### config.mk
export PLATFORM = sky130hd
export DESIGN_NAME = mdu_iter
export DESIGN_NICKNAME = d
export VERILOG_FILES = /design/src/rtl/mdu_iter.sv
export SDC_FILE = /design/constraint.sdc
export NUM_CORES = 1
export LEC_CHECK = 0
export BUFFER_PORTS_ARGS = -buffer_cell sky130_fd_sc_hd__buf_2
export CORE_ASPECT_RATIO = 0.5
export CORE_MARGIN = 3
export CORE_UTILIZATION = 42
export CTS_CLUSTER_DIAMETER = 40
export DETAILED_ROUTE_END_ITERATION = 8
export PLACE_DENSITY = 0.6
export SLEW_MARGIN = 20
export SYNTH_ARGS = -nofsm -noshare
export SYNTH_HDL_FRONTEND = slang
export SYNTH_SLANG_ARGS = --single-unit
export TNS_END_PERCENT = 50
### constraint.sdc
create_clock -name clock -period 5.6 [get_ports clock]
set_clock_uncertainty 0.05 [all_clocks]
set_input_delay 0.84 -clock clock [delete_from_list [all_inputs] [get_ports clock]]
set_output_delay 0.84 -clock clock [all_outputs]
set_load 0.02 [all_outputs]
### src/rtl/mdu_iter.sv
// Iterative multiply/divide unit with architectural HI/LO registers.
// Radix-2 shift-add multiply and restoring divide, one step per clock, WIDTH steps per op.
module mdu_iter #(
  parameter int WIDTH = 32,
  parameter int CNT_W = 6
) (
  input  logic             clock,
  input  logic             reset,
  input  logic             start,
  input  logic [2:0]       op,
  input  logic [WIDTH-1:0] a,
  input  logic [WIDTH-1:0] b,
  input  logic             cancel,
  output logic             busy,
  output logic             done,
  output logic             div_by_zero,
  output logic [WIDTH-1:0] hi,
  output logic [WIDTH-1:0] lo
);

  localparam logic [2:0] OP_MULT  = 3'b000;
  localparam logic [2:0] OP_MULTU = 3'b001;
  localparam logic [2:0] OP_DIV   = 3'b010;
  localparam logic [2:0] OP_DIVU  = 3'b011;
  localparam logic [2:0] OP_MTHI  = 3'b100;
  localparam logic [2:0] OP_MTLO  = 3'b101;

  typedef enum logic [1:0] {
    S_IDLE = 2'd0,
    S_ITER = 2'd1,
    S_FIX  = 2'd2
  } state_e;

  state_e             state_q, state_d;
  logic [CNT_W-1:0]   cnt_q, cnt_d;
  logic [2*WIDTH-1:0] acc_q, acc_d;
  logic [WIDTH-1:0]   opnd_q, opnd_d;
  logic [WIDTH-1:0]   a_raw_q, a_raw_d;
  logic               is_div_q, is_div_d;
  logic               div0_q, div0_d;
  logic               neg_main_q, neg_main_d;
  logic               neg_rem_q, neg_rem_d;
  logic [WIDTH-1:0]   hi_q, hi_d;
  logic [WIDTH-1:0]   lo_q, lo_d;
  logic               busy_q, busy_d;
  logic               done_q, done_d;
  logic               dbz_q, dbz_d;

  // Magnitude of a possibly signed operand; MIN maps to 2^(WIDTH-1), which still fits unsigned.
  function automatic logic [WIDTH-1:0] abs_w(input logic [WIDTH-1:0] v, input logic is_signed);
    logic [WIDTH:0] ext;
    ext = {v[WIDTH-1], v};
    if (is_signed && v[WIDTH-1]) begin
      ext = {(WIDTH+1){1'b0}} - ext;
    end else begin
      ext = {1'b0, v};
    end
    return ext[WIDTH-1:0];
  endfunction

  logic               signed_op_s;
  logic [WIDTH-1:0]   mag_a_s, mag_b_s;
  logic [WIDTH:0]     mul_sum_s;
  logic [2*WIDTH-1:0] mul_next_s;
  logic [WIDTH:0]     div_shift_s;
  logic               div_ge_s;
  logic [WIDTH:0]     div_rem_s;
  logic [2*WIDTH-1:0] div_next_s;
  logic [2*WIDTH-1:0] prod_s;
  logic [WIDTH-1:0]   quo_s, rem_s;

  // Datapath for one iteration step and the final sign correction.
  always_comb begin
    signed_op_s = (op == OP_MULT) || (op == OP_DIV);
    mag_a_s     = abs_w(a, signed_op_s);
    mag_b_s     = abs_w(b, signed_op_s);
    mul_sum_s   = {1'b0, acc_q[2*WIDTH-1:WIDTH]} + {1'b0, (acc_q[0] ? opnd_q : {WIDTH{1'b0}})};
    mul_next_s  = {mul_sum_s, acc_q[WIDTH-1:1]};
    div_shift_s = {acc_q[2*WIDTH-1:WIDTH], acc_q[WIDTH-1]};
    div_ge_s    = div_shift_s >= {1'b0, opnd_q};
    if (div_ge_s) begin
      div_rem_s = div_shift_s - {1'b0, opnd_q};
    end else begin
      div_rem_s = div_shift_s;
    end
    div_next_s  = {div_rem_s[WIDTH-1:0], acc_q[WIDTH-2:0], div_ge_s};
    prod_s      = neg_main_q ? ({(2*WIDTH){1'b0}} - acc_q) : acc_q;
    quo_s       = neg_main_q ? ({WIDTH{1'b0}} - acc_q[WIDTH-1:0]) : acc_q[WIDTH-1:0];
    rem_s       = neg_rem_q ? ({WIDTH{1'b0}} - acc_q[2*WIDTH-1:WIDTH]) : acc_q[2*WIDTH-1:WIDTH];
  end

  // Next-state and register-update logic.
  always_comb begin
    state_d    = state_q;
    cnt_d      = cnt_q;
    acc_d      = acc_q;
    opnd_d     = opnd_q;
    a_raw_d    = a_raw_q;
    is_div_d   = is_div_q;
    div0_d     = div0_q;
    neg_main_d = neg_main_q;
    neg_rem_d  = neg_rem_q;
    hi_d       = hi_q;
    lo_d       = lo_q;
    busy_d     = busy_q;
    done_d     = 1'b0;
    dbz_d      = 1'b0;
    case (state_q)
      S_IDLE: begin
        if (start) begin
          case (op)
            OP_MTHI: hi_d = a;
            OP_MTLO: lo_d = a;
            OP_MULT, OP_MULTU, OP_DIV, OP_DIVU: begin
              state_d    = S_ITER;
              cnt_d      = {CNT_W{1'b0}};
              busy_d     = 1'b1;
              acc_d      = {{WIDTH{1'b0}}, mag_a_s};
              opnd_d     = mag_b_s;
              a_raw_d    = a;
              is_div_d   = op[1];
              div0_d     = op[1] && (b == {WIDTH{1'b0}});
              neg_main_d = signed_op_s && (a[WIDTH-1] ^ b[WIDTH-1]);
              neg_rem_d  = signed_op_s && a[WIDTH-1];
            end
            default: state_d = S_IDLE;
          endcase
        end else begin
          state_d = S_IDLE;
        end
      end
      S_ITER: begin
        if (cancel) begin
          state_d = S_IDLE;
          busy_d  = 1'b0;
        end else begin
          acc_d = is_div_q ? div_next_s : mul_next_s;
          cnt_d = cnt_q + {{(CNT_W-1){1'b0}}, 1'b1};
          if (cnt_q == CNT_W'(WIDTH-1)) begin
            state_d = S_FIX;
          end else begin
            state_d = S_ITER;
          end
        end
      end
      S_FIX: begin
        // cancel outranks completion so a flushed op never touches HI/LO
        if (cancel) begin
          state_d = S_IDLE;
          busy_d  = 1'b0;
        end else begin
          if (!is_div_q) begin
            hi_d = prod_s[2*WIDTH-1:WIDTH];
            lo_d = prod_s[WIDTH-1:0];
          end else if (div0_q) begin
            hi_d = a_raw_q;
            lo_d = {WIDTH{1'b1}};
          end else begin
            hi_d = rem_s;
            lo_d = quo_s;
          end
          done_d  = 1'b1;
          dbz_d   = div0_q;
          busy_d  = 1'b0;
          state_d = S_IDLE;
        end
      end
      default: begin
        state_d = S_IDLE;
        busy_d  = 1'b0;
      end
    endcase
  end

  // State and datapath registers.
  always_ff @(posedge clock or negedge reset) begin
    if (!reset) begin
      state_q    <= S_IDLE;
      cnt_q      <= {CNT_W{1'b0}};
      acc_q      <= {(2*WIDTH){1'b0}};
      opnd_q     <= {WIDTH{1'b0}};
      a_raw_q    <= {WIDTH{1'b0}};
      is_div_q   <= 1'b0;
      div0_q     <= 1'b0;
      neg_main_q <= 1'b0;
      neg_rem_q  <= 1'b0;
      hi_q       <= {WIDTH{1'b0}};
      lo_q       <= {WIDTH{1'b0}};
      busy_q     <= 1'b0;
      done_q     <= 1'b0;
      dbz_q      <= 1'b0;
    end else begin
      state_q    <= state_d;
      cnt_q      <= cnt_d;
      acc_q      <= acc_d;
      opnd_q     <= opnd_d;
      a_raw_q    <= a_raw_d;
      is_div_q   <= is_div_d;
      div0_q     <= div0_d;
      neg_main_q <= neg_main_d;
      neg_rem_q  <= neg_rem_d;
      hi_q       <= hi_d;
      lo_q       <= lo_d;
      busy_q     <= busy_d;
      done_q     <= done_d;
      dbz_q      <= dbz_d;
    end
  end

  assign busy        = busy_q;
  assign done        = done_q;
  assign div_by_zero = dbz_q;
  assign hi          = hi_q;
  assign lo          = lo_q;

endmodule
==> Word-level counts from Yosys, hierarchy flattened <==
Index checks and enable logic that the tools add are counted.
{ "op_classes": {"n_reduce_logical": 17, "n_mux": 41, "bitwise": 1, "eq_ne": 16, "add_sub_neg": 8, "order_cmp": 1} }
{ "op_table": {"columns": ["operator", "count"], "rows": [
  ["32-bit 2-to-1 mux", 16],
  ["64-bit 2-to-1 mux", 5],
  ["32-bit one-hot mux with 2 select lines", 2],
  ["64-bit one-hot mux with 2 select lines", 1],
  ["1-bit by 32-bit subtractor with 32-bit output, first input constant", 4],
  ["1-bit by 64-bit subtractor with 64-bit output, first input constant", 1],
  ["32-bit by 32-bit adder with 33-bit output", 1],
  ["33-bit by 32-bit >= comparator with 1-bit output", 1],
  ["32-bit logical NOT", 1],
  ["32-bit subtractor", 1],
  ["6-bit 2-to-1 mux", 3],
  ["6-bit one-hot mux with 2 select lines", 1],
  ["4-bit AND reduction", 3],
  ["2-bit != test, second input constant", 4],
  ["2-bit one-hot mux with 2 select lines", 2],
  ["1-bit 2-to-1 mux", 7],
  ["6-bit by 1-bit adder with 6-bit output, second input constant", 1],
  ["3-bit by 2-bit equality test with 1-bit output, second input constant", 2],
  ["3-bit equality test, second input constant", 2],
  ["6-bit by 5-bit equality test with 1-bit output, second input constant", 1],
  ["2-bit 2-to-1 mux", 3],
  ["2-bit by 1-bit != test with 1-bit output, second input constant", 3],
  ["3-bit AND reduction", 2],
  ["1-bit logical AND", 4],
  ["other kinds (12)", 13]
]} }
{ "totals": {"in_bits": 71, "out_inout_bits": 67, "reg_bits": 207} }

==> Depth between registers and ports, before layout <==
Gate-level depths: netlist of run 1.
{ "logic_depth": {"depth_word": 7, "depth_mapped": 13} }

==> Least setup slack after synthesis of run 1 <==
OpenSTA, ideal clock, no wires.
{ "synth_timing": {"path_type": "reg2reg", "startpoint": "register acc_q[0]", "endpoint": "register acc_q[60]", "required_ps": 5421, "path_stages_with_launch": 14, "t_arrival_ps": 3069, "slack_ps": 2352, "n_path_buf": 1, "path_cell_list": "dfrtp_1 > inv_1 > clkbuf_1 > nor2_1 > ha_1 > nor3_1 > nor3_1 > a21o_1 > a31o_2 > a31oi_1 > o21ai_0 > and4_1 > a311oi_1 > o21ai_0"} }
{ "synth_via": {"elab_chain_len": 5} }
{ "synth_lines": {"columns": ["item", "line", "text"], "rows": [
  ["from (decl)", "36", "logic [2*WIDTH-1:0] acc_q, acc_d;"],
  ["from (signal assigned)", "180", "acc_q <= {(2*WIDTH){1'b0}};"],
  ["32-bit 2-to-1 mux", "77", "mul_sum_s = {1'b0, acc_q[2*WIDTH-1:WIDTH]} + {1'b0, (acc_q[0] ? opnd_q : {WIDTH{1'b0}})};"],
  ["32-bit by 32-bit adder with 33-bit output", "77", null],
  ["64-bit 2-to-1 mux", "137", "acc_d = is_div_q ? div_next_s : mul_next_s;"],
  ["64-bit 2-to-1 mux", "133", "if (cancel) begin"],
  ["64-bit one-hot mux with 2 select lines", "108", "case (state_q)"]
]} }
Every way passes these cells. The select of a mux whose other input is x is not followed.
A chain may end at the register's enable or synchronous reset.

==> Worst setup path after layout of run 1 <==
Same ends and word-level chain as after synthesis.

==> run metrics, run 1 <==
Yosys cell types=between 80 and 90; worst min path class=input pin to async pin; EDFF count, synth=0; Layout area overhead=12.2%; H-tree depth=1; final hold vios=0; total clock buffers created by CTS=31; Die ar.=42200 sq um; synthesized netlist cell count=2142; PortBufs=137; register bit total from synthesis=207; drt first-iter violations=around 1.7k; worst-margin pin slew=1.10 ns; Post-CTS Setup Bufs=0; crit path max fanout=30; most frequent cells in the layout=nand2_1 (347), o21ai_0 (241), dfrtp_1 (205); total iterations of the first detailed-routing run=6; HPWL Detailed=~40 mm; Util after Layout=0.489; ys flop type=dfrtp_1; Crit path largest cell delay=about 0.50 ns; commonest non-fill, non-tap cell in the layout=nand2_1; Syn Area/Cell=approximately 7.8 sq um; core area=approximately 38000 sq um; grt total ovfl=0; placement row count=50; Root Driver=clkbuf_16; Routed WL per cell=20.0 um; CTS-repair resized insts=0; RSZ-0062 raised after global routing=false; setup TNS=0 ns; Chip Width=around 290 um; first-pass GRT wire length=85.2 mm; Via-to-Cell Ratio=5.82; Final GP Congestion=0.919; Highest Clock Rate=0.242 GHz; Slowest-stage cell, CP=dfrtp_1; CP Capture Type=flip-flop; status=finished, final reports clean; VDD IR max=roughly 0.00026 V; setup violators final=0; Post-Route WL=~55 mm; CTS tree=done; Clock Latency Late Sink=0.58 ns; Seq/Total Area, Yosys=0.311; Worst-path clk slew=about 0.06 ns; Crit path required time=5.99 ns; hold_ws=between 0.2 and 0.3 ns; slew margin rel.=0.262; Slew Limit Fails=0; Final period util=0.738; Post-synth ARST share=1.00; fraction of layout cells with a size suffix above 1=0.117; All-Layer GR Usage=0.251; syn_nets=~2.3k; Startpoint Class=flip-flop; Initial Utilization=0.436; Hold-fix buffers, CTS=0; arrival time at the worst endpoint=between 4 and 5 ns; Ant. Diodes=0; critical path class=flip-flop to flip-flop; fill cell count=around 3.8k; clk sinks=207; final net count=2332; Yosys warnings=0; static leakage power=8.22 nW; Routed Antenna Nets=0; max-cap viol count=0; vias in the first global route=14.6k; drt drc=0; clk buf depth=3; initial antenna violation count=0; Top cell by count, worst path=o21ai_0; Ports=138; crit-path cells=inv_1, buf_4, nor2_1, ha_1, a211oi_1, o211ai_1, a21o_1, a31o_2, a31oi_1, o21ai_0, and4_1, a311oi_1, o21ai_0; top post-synthesis cells by area=dfrtp_1 (31%), nand2_1 (7.8%), o21ai_0 (7.2%); vias=15.9k; share of the synthesized area in the top cell type=0.311; largest net degree at the start of global routing=109; cell area power density=just under 500 nW/um^2; cell taking the most area after synthesis=dfrtp_1; post-layout minimum cycle time=4.13 ns; Die Ht=147 um; post-synthesis cell area=16700 sq um
## final timing paths
path	from	endpoint	cells past startpoint	slack (ns)
min in group clock	lo[25]	lo[25]	2	0.42
max in group asynchronous	reset	lo[25]	2	4.13
hold / removal	reset	opnd_q[6]	1	0.26
hold reg to reg	lo[25]	lo[25]	2	0.42
setup / recovery	acc_q[0]	acc_q[60]	13	1.47
setup reg to reg	acc_q[0]	acc_q[60]	13	1.47
## stage by stage
| stage | setup WS (ns) | instance area (sq um) | cells | power, mW |
|---|---|---|---|---|
| final | 1.47 | 18700 | 2735 | 9.13 |
| after global routing | 1.17 | 18700 | 2735 | 9.74 |
| after CTS | 1.46 | 18700 | 2735 | 9.05 |
| after detailed placement | 1.46 | 17600 | 2677 | 7.02 |
| after global placement | 1.49 | 17600 | 2677 | 7.02 |
| after floorplan | 2.35 | 16700 | 2142 | 5.72 |
## worst max-delay path: cells and delay by family, from the launching register on
kind	cells	cell delay [ns]
and+or+nand+nor	2	0.44
DFF	1	0.50
adders and majority gates	1	0.26
AOI/OAI and AO/OA	8	2.22
buffers and inverters	2	0.53
## metal layers
metal	global-route usage	up-vias	wire, um
li1	-	7733	-
met1	0.379	7495	26100
met2	0.368	621	22600
met3	0.0598	57	5200
met4	0.0358	0	704
met5	0	-	0
## area by class of cell
| type | instances | area [sq um] | area share |
|---|---|---|---|
| tap | 520 | 651 | 0.0348 |
| clock buffer | 37 | 818 | 0.0438 |
| multi-input combinational | 1731 | 10700 | 0.572 |
| timing repair buffer | 158 | 866 | 0.0463 |
| clock inverter | 21 | 249 | 0.0133 |
| sequential | 207 | 5180 | 0.277 |
| inverter | 61 | 229 | 0.0122 |
## synth_stat cells (15+ instances only)
library cell,n
o211ai_1,20
ha_1,69
mux2i_1,48
a211oi_1,18
o31ai_1,28
and3_1,18
nand2_1,347
o41ai_1,17
a31oi_1,16
o21ai_0,241
nand4_1,17
a21oi_1,131
inv_1,60
a21o_1,29
nor3_1,27
clkbuf_1,119
dfrtp_1,207
xor2_1,69
xnor2_1,124
nor2_1,165
or4_1,15
o22ai_1,44
nand3_1,53
or3_1,32
## power breakdown
part	total (mW)	leakage [nW]	switching, mW	internal [mW]
clock	2.01	0.505	0.801	1.21
sequential	2.53	2.59	0.661	1.87
combinational	4.59	5.12	2.80	1.79
total	9.13	8.22	4.26	4.86
## flip-flops by register name (all words and copies together), names as in the netlist
signal	cells
acc_q	64
neg_rem_q	1
div0_q	1
hi	32
div_by_zero	1
cnt_q	6
opnd_q	32
neg_main_q	1
busy	1
a_raw_q	32
is_div_q	1
done	1
lo	32
state_q	2
## cell families after synthesis
logic type      count (synthesis)  synth area share
fa+ha+maj                      71            0.0542
flops                         207             0.311
simple gates                  767             0.214
buf+inv                       204            0.0486
compound gates                646             0.238
xor+xnor                      193             0.101
mux                            54            0.0329
(Power assumes the default switching activity.)
==> run 2, diff against run 1 <==
Settings changed: PLACE_DENSITY 0.6 to 0.63.
Clock period 5.6 ns to 3.8 ns, I/O delays scaled along.
==> run 2 against run 1 <==
Effect of this change: final cell count grew 1.9%; critical endpoint is now acc_q[42]; cell area is 2.6% higher; sequential share of layout area fell by 0.71 points; sequential cell count unchanged; register-to-register slack worse by 1.3 ns; global-route usage is 1.2 points higher; core utilization rose by 1.3 points; critical path depth down 2; first-iteration DRC count decreased by 22%; largest power group unchanged.
==> run metrics, run 2 (synthesized netlist as in run 1, its figures left out) <==
status=finished, final reports clean; final net count=2386 (+2.3%); crit-path cells=ha_1, o211a_1, o21ai_1, a2111o_1, a311o_1, a211oi_4, or2_1, buf_4, mux2_2, o21ai_0, o21ai_0; critical path class=flip-flop to flip-flop; most frequent cells in the layout=nand2_1 (347), o21ai_0 (241), dfrtp_1 (205); All-Layer GR Usage=0.262 (+0.0117); dpl cells=2727 (+1.9%); largest net degree at the start of global routing=81 (-26%); GRT Max-Usage Layer=met1; worst-margin pin slew=1.03 ns (-0.0659 ns); PortBufs=137 (unchanged); vias=16.3k (+2.5%); drt first-iter violations=1342 (-22%); Biggest register=acc_q; GR Layer Usage met3=0.0512 (-0.00868); Ports=138 (unchanged); grt total ovfl=0 (unchanged); CP Capture Type=flip-flop; Final GP Congestion=0.951 (+3.4%); vias in the first global route=15.5k (+6.4%); arrival time at the worst endpoint=3.93 ns (-0.59 ns); Critical R2R Launch=acc_q[35]; Startpoint Class=flip-flop; Clock Latency Late Sink=0.53 ns (-0.05 ns); core area=38200 sq um (unchanged); Via-to-Cell Ratio=5.85 (+0.50%); setup violators final=0 (unchanged); fraction of layout cells with a size suffix above 1=0.139 (+0.0215); total clock buffers created by CTS=34 (+9.7%); register area=5180 sq um (unchanged); Chip Width=288 um (unchanged); Crit path largest cell delay=0.51 ns (about the same); max-cap viol count=0 (unchanged); Slew Limit Fails=0 (unchanged); CP startpoint=acc_q[35]; Hold Path Origin=cancel; first-pass GRT wire length=88.9 mm (+4.4%); Ant. Diodes=0 (unchanged); cell area power density=719 nW/um^2 (+47%); worst min path class=input pin to flip-flop; fill cell count=3736 (-1.6%); total iterations of the first detailed-routing run=6 (unchanged); RSZ-0062 raised after global routing=false; Crit path required time=4.12 ns (-1.87 ns); HPWL Detailed=41.3 mm (+3.6%); Post-Route WL=56.2 mm (+2.9%); placement row count=50 (unchanged); max reg flops=64 (unchanged); clk buf depth=3 (unchanged); slew margin rel.=0.313 (+0.0507); H-tree depth=2 (+1); Highest Clock Rate=0.277 GHz (+14%); Final period util=0.950 (+0.212); crit path max fanout=10 (-67%); setup TNS=0 ns (unchanged); Root Driver=clkbuf_16; drt drc=0 (unchanged); Slowest-stage cell, CP=dfrtp_1; clk sinks=207 (unchanged); Die ar.=42200 sq um (unchanged); Routed WL per cell=20.2 um (+0.95%); CTS tree=done; Layout area overhead=15.2%; met2 GRT Util=0.385 (+0.0172); Top cell by count, worst path=o21ai_0; Worst-path clk slew=0.05 ns (about the same); Die Ht=147 um (unchanged); Multi-input gate area=10700 sq um (+0.14%); post-layout minimum cycle time=3.61 ns (-0.523 ns); Initial Utilization=0.436 (unchanged); post-route insts no fill=2788 (+1.9%); Post-CTS Setup Bufs=0 (unchanged); VDD IR max=0.000364 V (+39%); global routing usage on met1=0.392 (+0.0130); commonest non-fill, non-tap cell in the layout=nand2_1; initial antenna violation count=1 (+1); static leakage power=8.54 nW (+3.8%); final hold vios=0 (unchanged); Routed Antenna Nets=0 (unchanged)
-- run 2: cell types whose count changed in the layout (fill, tap and decap cells not counted), sizes merged --
| cell | delta |
|---|---|
| inv | +1 |
| clkinvlp | -3 |
| dlygate4sd3 | +1 |
| bufinv | -1 |
| clkbuf | +5 |
| buf | +50 |
-- run 2: worst max-delay path, delay by kind of cell (launching register included) --
kind / cells / cell delay, ns
AO/OA/AOI/OAI: 7 / 1.70
adder cells (fa/ha/maj): 1 / 0.46
buffers and inverters: 1 / 0.22
flip-flops: 1 / 0.51
multiplexers: 1 / 0.36
AND/OR/NAND/NOR: 1 / 0.18
-- run 2: layout make-up --
type | instances | share of cell area
sequential | 207 | 0.270
timing repair buffer | 209 | 0.0672
clock buffer | 42 | 0.0491
tap | 520 | 0.0339
multi-input combinational | 1731 | 0.558
inverter | 61 | 0.0119
clock inverter | 18 | 0.00939
-- run 2: routing by layer --
layer	routed length (um)	vias up
met2	23300	655
met4	1390	2
li1	-	7855
met1	26900	7700
met3	4720	84
met5	7	-
-- run 2: path summary, 6_finish.rpt --
path | end | slack (ns) | cells past startpoint
setup / recovery | acc_q[42] | 0.19 | 11
hold / removal | busy | 0.24 | 2
setup reg to reg | acc_q[42] | 0.19 | 11
hold reg to reg | lo[11] | 0.42 | 2
max in group asynchronous | is_div_q | 2.17 | 3
min in group asynchronous | acc_q[43] | 0.54 | 2
-- run 2: repair_timing --
| action | CTS | global route |
|---|---|---|
| endpoints found under the setup margin | 0 | 6 |
| resized for setup | 0 | 4 |
| hold endpoints to repair | 57 | 0 |
| hold buffers | 1 | 0 |
-- run 2: power by group --
group          internal [mW]  switching (mW)  leakage (nW)
logic                   2.89            4.24          5.39
clock network           1.92            1.21         0.550
registers               2.76           0.775          2.59
total                   7.57            6.22          8.54
-- run 2: stage by stage --
step	area [sq um]	util	total power, mW	hold WS [ns]	worst slack (ns)
2_1_floorplan	16700	-	8.43	0.224	0.552
3_3_place_gp	18000	0.472	10.4	0.407	0.179
3_5_place_dp	18000	0.472	10.5	0.414	0.126
4_1_cts	19200	0.502	13.7	0.221	0.0800
5_1_grt	19200	0.502	14.7	0.238	0.0223
6_report	19200	0.502	13.8	0.236	0.191
